**src/rtl/psum_acc_ctrl.sv**
```systemverilog
// Multi-pass partial-sum accumulator: loads pass 0 into psum memory, read-modify-writes
// later passes with saturating addition, then drains the N results downstream.
module psum_acc_ctrl #(
    parameter int unsigned PDATA_WIDTH = 16,
    parameter int unsigned ADDR_WIDTH  = 8
) (
    input  logic                   i_clk,
    input  logic                   i_rst_n,
    input  logic                   i_start,
    input  logic [ADDR_WIDTH:0]    i_num_psum,
    input  logic [7:0]             i_num_pass,
    input  logic                   i_psum_valid,
    input  logic [PDATA_WIDTH-1:0] i_psum_data,
    output logic                   o_psum_ready,
    output logic                   o_out_valid,
    output logic [PDATA_WIDTH-1:0] o_out_data,
    input  logic                   i_out_ready,
    output logic                   o_mem_rd_en,
    output logic [ADDR_WIDTH-1:0]  o_mem_rd_addr,
    input  logic [PDATA_WIDTH-1:0] i_mem_rd_data,
    output logic                   o_mem_wr_en,
    output logic [ADDR_WIDTH-1:0]  o_mem_wr_addr,
    output logic [PDATA_WIDTH-1:0] o_mem_wr_data,
    output logic                   o_busy,
    output logic                   o_done
);

    localparam int unsigned NW = ADDR_WIDTH + 1;

    typedef enum logic [2:0] {
        StIdle, StLoad, StAccRd, StAccWr, StDrRd, StDrCap, StDrOut, StDone
    } state_e;

    state_e                 state_q, state_d;
    logic [ADDR_WIDTH-1:0]  k_q, k_d;
    logic [7:0]             pass_q, pass_d;
    logic [NW-1:0]          n_q, n_d;
    logic [7:0]             p_q, p_d;
    logic [PDATA_WIDTH-1:0] hold_q, hold_d;
    logic [PDATA_WIDTH-1:0] out_data_q, out_data_d;
    logic                   out_valid_q, out_valid_d;

    logic                   psum_ready;
    logic                   psum_hs;
    logic                   k_last;
    logic [PDATA_WIDTH:0]   sum_ext;
    logic [PDATA_WIDTH-1:0] sat_sum;

    assign psum_ready = (state_q == StLoad) || (state_q == StAccRd);
    assign psum_hs    = psum_ready && i_psum_valid;
    assign k_last     = ({1'b0, k_q} == (n_q - NW'(1)));

    // One extra bit of headroom; overflow shows up as the top two bits disagreeing.
    always_comb begin
        sum_ext = {hold_q[PDATA_WIDTH-1], hold_q}
                + {i_mem_rd_data[PDATA_WIDTH-1], i_mem_rd_data};
        if (sum_ext[PDATA_WIDTH] != sum_ext[PDATA_WIDTH-1]) begin
            sat_sum = sum_ext[PDATA_WIDTH] ? {1'b1, {(PDATA_WIDTH-1){1'b0}}}
                                           : {1'b0, {(PDATA_WIDTH-1){1'b1}}};
        end else begin
            sat_sum = sum_ext[PDATA_WIDTH-1:0];
        end
    end

    always_ff @(posedge i_clk) begin
        if (!i_rst_n) begin
            state_q     <= StIdle;
            k_q         <= '0;
            pass_q      <= '0;
            n_q         <= '0;
            p_q         <= '0;
            hold_q      <= '0;
            out_data_q  <= '0;
            out_valid_q <= 1'b0;
        end else begin
            state_q     <= state_d;
            k_q         <= k_d;
            pass_q      <= pass_d;
            n_q         <= n_d;
            p_q         <= p_d;
            hold_q      <= hold_d;
            out_data_q  <= out_data_d;
            out_valid_q <= out_valid_d;
        end
    end

    always_comb begin
        state_d     = state_q;
        k_d         = k_q;
        pass_d      = pass_q;
        n_d         = n_q;
        p_d         = p_q;
        hold_d      = hold_q;
        out_data_d  = out_data_q;
        out_valid_d = out_valid_q;
        unique case (state_q)
            StIdle: begin
                if (i_start) begin
                    n_d    = i_num_psum;
                    p_d    = i_num_pass;
                    k_d    = '0;
                    pass_d = '0;
                    state_d = (i_num_psum == '0 || i_num_pass == '0) ? StDone : StLoad;
                end
            end
            StLoad: begin
                if (psum_hs) begin
                    if (k_last) begin
                        k_d     = '0;
                        pass_d  = 8'd1;
                        state_d = (p_q > 8'd1) ? StAccRd : StDrRd;
                    end else begin
                        k_d = k_q + ADDR_WIDTH'(1);
                    end
                end
            end
            StAccRd: begin
                if (psum_hs) begin
                    hold_d  = i_psum_data;
                    state_d = StAccWr;
                end
            end
            StAccWr: begin
                if (k_last) begin
                    k_d     = '0;
                    pass_d  = pass_q + 8'd1;
                    state_d = ((pass_q + 8'd1) == p_q) ? StDrRd : StAccRd;
                end else begin
                    k_d     = k_q + ADDR_WIDTH'(1);
                    state_d = StAccRd;
                end
            end
            StDrRd: state_d = StDrCap;
            StDrCap: begin
                out_data_d  = i_mem_rd_data;
                out_valid_d = 1'b1;
                state_d     = StDrOut;
            end
            StDrOut: begin
                if (i_out_ready) begin
                    out_valid_d = 1'b0;
                    if (k_last) begin
                        state_d = StDone;
                    end else begin
                        k_d     = k_q + ADDR_WIDTH'(1);
                        state_d = StDrRd;
                    end
                end
            end
            StDone: begin
                k_d     = '0;
                pass_d  = '0;
                state_d = StIdle;
            end
            default: state_d = StIdle;
        endcase
    end

    always_comb begin
        o_psum_ready  = psum_ready;
        o_out_valid   = out_valid_q;
        o_out_data    = out_data_q;
        o_busy        = (state_q != StIdle);
        o_done        = (state_q == StDone);
        o_mem_rd_en   = 1'b0;
        o_mem_rd_addr = '0;
        o_mem_wr_en   = 1'b0;
        o_mem_wr_addr = '0;
        o_mem_wr_data = '0;
        unique case (state_q)
            StLoad: begin
                if (psum_hs) begin
                    o_mem_wr_en   = 1'b1;
                    o_mem_wr_addr = k_q;
                    o_mem_wr_data = i_psum_data;
                end
            end
            StAccRd, StDrRd: begin
                o_mem_rd_en   = 1'b1;
                o_mem_rd_addr = k_q;
            end
            StAccWr: begin
                o_mem_wr_en   = 1'b1;
                o_mem_wr_addr = k_q;
                o_mem_wr_data = sat_sum;
            end
            default: ;
        endcase
    end

endmodule

```
**config.mk**
```make
export PLATFORM = sky130hd
export DESIGN_NAME = psum_acc_ctrl
export DESIGN_NICKNAME = d
export VERILOG_FILES = /design/src/rtl/psum_acc_ctrl.sv
export SDC_FILE = /design/constraint.sdc
export NUM_CORES = 1
export LEC_CHECK = 0
export CAP_MARGIN = 5
export CORE_MARGIN = 4
export CORE_UTILIZATION = 55
export DETAILED_ROUTE_END_ITERATION = 10
export PLACE_DENSITY = 0.91
export SLEW_MARGIN = 20
export SYNTH_ARGS = -nofsm -noshare
export SYNTH_HDL_FRONTEND = slang
export SYNTH_SLANG_ARGS = --single-unit
```
**constraint.sdc**
```tcl
create_clock -name i_clk -period 5.8 [get_ports i_clk]
set_input_delay 1.45 -clock i_clk [delete_from_list [all_inputs] [get_ports i_clk]]
set_output_delay 1.45 -clock i_clk [all_outputs]
set_load 0.02 [all_outputs]
```
Word level (Yosys, flattened, before mapping). Cells that the tools add are included.

Register bits after elaboration: 69. Input port bits: 54. Output and inout bits: 54. Logic and storage cells: 80.

Add/sub/neg operators: 4. $lt $le $gt $ge: 1. Equality and inequality tests: 17. Mux-type cells: 33. Reductions and logical operators: 17.

Operators with widths (number): $mux 8 (10); $mux 16 (3); $pmux 8 s5 (1); $pmux 16 s2 (1); $pmux 8 s4 (1); $mux 3 (9); $pmux 3 s8 (1); $add 16x16->17 (1); $add 8x1->8 const B (2); $pmux 8 s2 (1); $reduce_and 5->1 (3); $ne 2x2->1 const B (7); $eq 3x3->1 const B (4); $eq 8x9->1 (1); $logic_not 9->1 (1); $sub 9x1->9 const B (1); $eq 8x8->1 (1); $gt 8x1->1 const B (1); $logic_not 8->1 (1); $eq 3x2->1 const B (2); $reduce_and 2->1 (3); $reduce_bool 5->1 (1); $pmux 1 s2 (2); $reduce_bool 4->1 (1); other kinds (10) (13).

Longest topological paths before layout.
Depth after elaboration: 5. Gate-level depth with buffers: 10.

Least setup slack after synthesis. OpenSTA, ideal clock, no wires.

Path kind: input to output. Start: input i_mem_rd_data[8]. End: output o_mem_wr_data[13]. Arrival: 3718 ps. Required time: 4350 ps. Path slack: 632 ps. Stages on the path: 10. Cell sequence: ha_1 > buf_2 > nand3_1 > nor4_1 > a211oi_2 > a21oi_2 > mux2i_1 > buf_2 > nor2_1 > o21ai_0.

Longest elaborated chain between the ends: 4. Elaborated cells on any way between the ends: 5. Those cells by class: 1 x add/sub; 1 x eq/ne; 3 x mux.

Ends and longest elaborated chain: start, declared (line 20) `input logic [PDATA_WIDTH-1:0] i_mem_rd_data,`; $add 16x16->17 (*) (line 56) `+ {i_mem_rd_data[PDATA_WIDTH-1], i_mem_rd_data};`; $mux 16 or $ne 1x1->1 (tied branches) (line 58, 57); $mux 16 (*) (line 57) `if (sum_ext[PDATA_WIDTH] != sum_ext[PDATA_WIDTH-1]) begin`; $pmux 16 s2 (*) (line 170) `unique case (state_q)`; end, declared (line 23) `output logic [PDATA_WIDTH-1:0] o_mem_wr_data,`.

Mark *: on every way between the ends. The rest lies on a longest branch, timed or not.

Final worst setup path.
Start: input i_mem_rd_data[1]. End: output o_mem_wr_data[9].

The elaborated chain is that of the path after synthesis.

==> out/results.tsv <==
metric	value	unit
ys_warn_count	0	
area_growth_syn_to_layout	33.4	%
setup_viol	0	
htreeDepth	3	
synth.avg_cell_area	7.61	sq um
die_area	0.00998	sq mm
critPathKind	input port to primary output	
r2r_cells	9	
p_sw_frac	0.414	
min_path_type	flip-flop to flip-flop	
synth.area.top_cells	dfxtp_1, nand2_1, a21oi_1, ha_1, xnor2_1	
critPathLaunchType	input port	
fin_ws	0.0187	ns
synth_top_area_cell	dfxtp_1	
antenna_cells	0	
cellInternalPower	0.00108	W
rsz0062_at_grt	yes	
yosys_most_used_dff	dfxtp_1	
cts_tree	built	
clock_sinks	69	
ys_seq_area_frac	0.297	
clock_skew	0.00838	ns
final_util	0.755	
wirelength	14300	um
cts-buffers-inserted	9	
grt_pass1_vias	5133	
pwr-share-clk	0.221	
antenna_found_initial	0	
drive_above_1_share	0.142	
synth-seq-cells	69	
yosysTopAreaCellShare	0.297	
die_x	99.9	um
core_region_area	0.00822	sq mm
seqPwrFrac	0.335	
cts_hold_buf	0	
grt_max_degree	35	
worst_path_max_delay_cell	clkdlybuf4s50_1	
postRouteAntennaNets	0	
min_period_over_period	0.997	
vias	5119	
ys_types	74	
max-cap-violations	0	
synth_fp_nets	685	
drv_slew	0	
endpoint_kind	primary output	
peakVddDrop	0.149	mV
slew_headroom	0.466	
cts-root-buf	clkbuf_8	
dieHeight	99.9	um
multi_input_area	0.00311	sq mm
routabilityCongestion	0.952	
cpMostUsedCell	buf_4	
max_stage_delay	0.49	ns
drcViolationCount	0	
path_cells	clkdlybuf4s50_1 -> ha_1 -> a211oi_1 -> buf_4 -> nor4_2 -> a211oi_2 -> a21oi_2 -> buf_4 -> nand3_1 -> o311ai_4 -> buf_6 -> o21ai_1 -> dlygate4sd2_1	
p_comb_frac	0.443	
fin_nets	814	
ios	108	
leakage	2.38	nW
hold_viol	0	
tightest_slew	0.801	ns
wl_per_cell	16.8	um
totalPowerFinal	0.00184	W
clk_path_buf_depth	2	
power_density	296	mW/mm^2
critPathArrivalTime	4.33	ns
power.net_switching	0.000761	W
synthTopCellsByCount	nand2_1, a21oi_1, dfxtp_1, o21ai_0, nor2_1	
min_path_cells	2	
outcome	completed	
ys_async_sr_fraction	0	
synth_edf_count	0	
via_per_inst	6.02	
fmaxAchievable	173	MHz
firstDrtPassIters	8	
rows	33	
synthCells	611	
area.sequential	0.00138	sq mm
required	4.35	ns
whs	0.455	ns
initial_core_util	0.566	
grt-ovfl-total	0	
synth_area	0.00465	sq mm
path_clk_slew	0.07	ns
grt_pass1_wl	22900	um
dpl.hpwl	10300	um
tns	0	ns
grt.total_usage	0.279	
synth_most_common_cell	nand2_1	
drtIter0Drc	274	
crit_path_max_fanout	6	
num-fill-cells	585	
insertion_delay	0.35	ns
min_period	5.78	ns
dp_slack	-0.300	ns
portBuffers	107	
-- worst max-delay path: cells and delay by family --
kind | cells | cell delay [ns]
adder cells (fa/ha/maj) | 1 | 0.36
buffers and inverters | 5 | 1.38
AO/OA/AOI/OAI | 5 | 0.96
AND/OR/NAND/NOR | 2 | 0.19
-- cell type report --
cell class	count	area share
clock buffers	10	0.0222
clock inverters	6	0.0101
inverters	14	0.00847
multi-input cells	498	0.501
flip-flops and latches	69	0.223
well taps	105	0.0212
repair buffers	148	0.214
-- power by group through the flow --
stage | sequential [W] | combinational, W | clock (W)
floorplan | 0.000595 | 0.000556 | 0
global placement | 0.000618 | 0.000774 | 0
detailed placement | 0.000624 | 0.000805 | 0
CTS | 0.000614 | 0.000799 | 0.000408
global route | 0.000627 | 0.000879 | 0.000426
finish | 0.000616 | 0.000815 | 0.000407
-- per-stage QoR --
stage          cell area, sq um  cells
2_1_floorplan              4650    611
3_3_place_gp               5980    833
3_5_place_dp               5990    833
4_1_cts                    6180    849
5_1_grt                    6200    850
6_report                   6200    850
-- flip-flops by register name (all words and copies together), names as in the netlist --
register     count
o_out_valid      1
hold_q          16
state_q          3
n_q              9
pass_q           8
k_q              8
p_q              8
o_out_data      16
-- final timing paths --
path	from	end	slack, ns
max	i_mem_rd_data[1]	o_mem_wr_data[9]	0.02
min	o_out_data[4]	o_out_data[4]	0.46
max reg2reg	n_q[0]	k_q[1]	2.97
min reg2reg	o_out_data[4]	o_out_data[4]	0.46
-- layout by cell type (no fill, tap or decap), drive strengths merged, types with 7 or more instances in the layout --
| cell type | n |
|---|---|
| nand2 | 136 |
| clkdlybuf4s50 | 91 |
| a21oi | 90 |
| dfxtp | 69 |
| buf | 42 |
| o21ai | 34 |
| nor2 | 24 |
| and2 | 21 |
| nand3 | 21 |
| ha | 19 |
| clkbuf | 19 |
| xnor2 | 18 |
| inv | 14 |
| xor2 | 13 |
| nand2b | 9 |
| a21o | 9 |
| nor4 | 7 |
| nor3 | 7 |
| o31ai | 7 |
| or3 | 7 |
-- routing by layer --
| layer | vias up | track usage | routed length [um] |
|---|---|---|---|
| li1 | 2415 | - | - |
| met4 | 0 | 0.137 | 521 |
| met1 | 2399 | 0.308 | 5310 |
| met2 | 252 | 0.507 | 7390 |
| met3 | 53 | 0.0542 | 1080 |
| met5 | - | 0 | 0 |
-- repair_timing --
action                     4_1_cts  5_1_grt
gates resized for setup         21       45
setup endpoints to repair       16       15
buffers inserted                 0        0
pin swaps                        0        4
gates cloned                     0        1
-- logic make-up after synthesis --
family,after synthesis,share of synthesized area
compound gates,185,0.265
xor+xnor,31,0.0584
fa+ha+maj,20,0.0555
buf+inv,44,0.0471
flops,69,0.297
mux,5,0.0108
simple gates,257,0.266
Note: power is estimated with default switching activity, not from simulation.
==> patch: new RTL, config.mk and constraints unchanged <==
Set the parameter `PDATA_WIDTH` to 14 (it was 16).
--- a/src/rtl/psum_acc_ctrl.sv
+++ b/src/rtl/psum_acc_ctrl.sv
@@ -1,7 +1,7 @@
 // Multi-pass partial-sum accumulator: loads pass 0 into psum memory, read-modify-writes
 // later passes with saturating addition, then drains the N results downstream.
 module psum_acc_ctrl #(
-    parameter int unsigned PDATA_WIDTH = 16,
+    parameter int unsigned PDATA_WIDTH = 14,
     parameter int unsigned ADDR_WIDTH  = 8
 ) (
     input  logic                   i_clk,
Interface: changed (resized i_mem_rd_data, i_psum_data, o_mem_wr_data and o_out_data); port bits go from 108 to 100. No check against the original RTL was run, so the function may have changed too.
==> patch against the unedited design <==
Global-route usage fell by 1.6 points. Design area shrank 7.8%. Critical path depth fell by 1. Worst setup slack gained 0.072 ns. Worst hold slack improved by 0.0099 ns. Synthesized area is 5.9% lower. Critical endpoint is now o_mem_wr_data[12]. Sequential cell count down 4. Power down 3.2%. Wire length shrank 9.1%. Largest power group unchanged.
==> patch: results <==
[grt]
grt_usage = 0.263
grt_pass1_wl_um = 20900
grt_pass1_vias = 4509
antenna_found_initial = 0
grt_max_degree = 65

[sta]
fin_skew_ns = 0.0115
worstMarginPinSlew_ns = 1.08
finalWorstSetupSlack_ns = 0.0910

[final_layout]
nets = 754
diodes = 0
drive_above_1_share = 0.110

[cts]
clock_latency_ns = 0.34
clk_pin_slew_ns = 0.07
cts_buffer_depth = 2
htree_levels = 3
ctsRootBufferMaster = clkbuf_8
cts_buffers = 9

[outcome]
outcome = finished clean

[drt]
drt_iter0_drc = 338
dr_total_vias = 4759
dr.pass1.iters = 6
wire_per_inst_um = 16.4

[yosys]
yosysUniqueCellTypes = 58
synth-warning-count = 0
ys_top_cells_by_count = 130 x nand2_1, 65 x dfxtp_1, 45 x a21boi_0, 32 x a21oi_1, 29 x nor2_1
async_reset_ff_frac = 0
ys_seq_area_frac = 0.298
synth_area_leaders = dfxtp_1 30%, nand2_1 11%, a21boi_0 7.7%
synthesis.nets = 647
synth_ff_type = dfxtp_1

[critical_path]
path_max_fanout = 5
r2r_setup_slack_ns = 2.73
reg2reg_depth = 9
r2r_start = n_q[0]$_SDFFE_PN0P_
cpMaxStageDelayCell = clkdlybuf4s50_1
r2r-end = k_q[7]$_SDFFE_PN0P_
cp_slowest_stage_delay_ns = 0.47
critPathArrivalTime_ns = 4.26

[worst_hold_path]
min-delay-start = o_out_data[4]$_SDFFE_PN0P_
holdCritPathClass = flop to flop
hold_depth = 2
holdPathEnd = o_out_data[4]$_SDFFE_PN0P_

[placement]
gp_congestion = 0.947
port-buffer-count = 99
post-place-ws_ns = -0.388
place_hpwl_um = 9580

[power_and_ir_drop]
p_leak_nw = 2.19
ir_drop_uv = 305
-- patch: cell count changes in the layout (fill, tap and decap cells not counted), sizes merged, moves of 7 or more --
cell	before	now
o21ai	34	24
a21oi	90	32
nand3	21	11
a21boi	0	46
buf	42	31
inv	14	7
nand4	1	9
o22ai	0	7
-- patch: worst max-delay path by stage --
stage	from	endpoint	slack (ns)
after floorplan	i_mem_rd_data[8]	o_mem_wr_data[11]	0.41
after global placement	i_mem_rd_data[0]	o_mem_wr_data[2]	-0.35
after detailed placement	i_mem_rd_data[0]	o_mem_wr_data[9]	-0.39
after CTS	i_mem_rd_data[0]	o_mem_wr_data[9]	0.05
after global routing	i_mem_rd_data[8]	o_mem_wr_data[6]	-0.08
final	i_mem_rd_data[1]	o_mem_wr_data[12]	0.09
-- patch: timing repair --
action,CTS,global route
setup endpoints to repair,14,13
setup buffers,0,1
resized for setup,17,38
endpoints found under the hold margin,0,0
pin swaps,0,3
hold buffers,0,0
-- patch: final cells by class --
cell class                      instances  area, um2
Inverter                                7       26.3
Tap cell                              102        128
Multi-Input combinational cell        474       2930
Clock buffer                           14        163
Sequential cell                        65       1300
Fill cell                             571       2010
Timing Repair Buffer                  129       1150
Clock inverter                          2       12.5
-- patch: metrics by stage --
stage          hold slack (ns)   util  setup TNS, ns  std cells  instance area, um2
3_5_place_dp             0.458  0.721          -4.16        776                5570
5_1_grt                  0.489  0.740         -0.652        793                5720
6_report                 0.465  0.740              0        793                5720
2_1_floorplan            0.447      -              0        579                4370
3_3_place_gp             0.450  0.721          -3.69        776                5570
4_1_cts                  0.468  0.743              0        792                5740
-- patch: layer usage --
metal / vias up / GRT usage / part of all wire
li1: 2276 / - / -
met1: 2232 / 0.304 / 0.40
met2: 219 / 0.479 / 0.50
met3: 32 / 0.0574 / 0.074
met4: 0 / 0.0853 / 0.022
met5: - / 0 / 0
-- patch: power breakdown --
| group | leakage, nW | internal (mW) | switching, mW |
|---|---|---|---|
| Combinational | 1.58 | 0.346 | 0.484 |
| Sequential | 0.527 | 0.502 | 0.0986 |
| Clock | 0.0867 | 0.178 | 0.170 |
| Total | 2.19 | 1.03 | 0.753 |
-- patch: logic make-up (layout without fill, tap and decap cells) --
logic type	Yosys count	count (layout)	synth area share
simple gates	256	256	0.282
compound gates	165	165	0.259
flops	65	65	0.298
buf+inv	40	152	0.0369
xor+xnor	32	32	0.0641
fa+ha+maj	18	18	0.0532
mux	3	3	0.00715
-- patch: critical path, delay by kind of cell --
family                   cells  cell delay, ns
buffers and inverters        4            1.15
AO/OA/AOI/OAI                6            1.13
adder cells (fa/ha/maj)      1            0.31
AND/OR/NAND/NOR              1            0.21
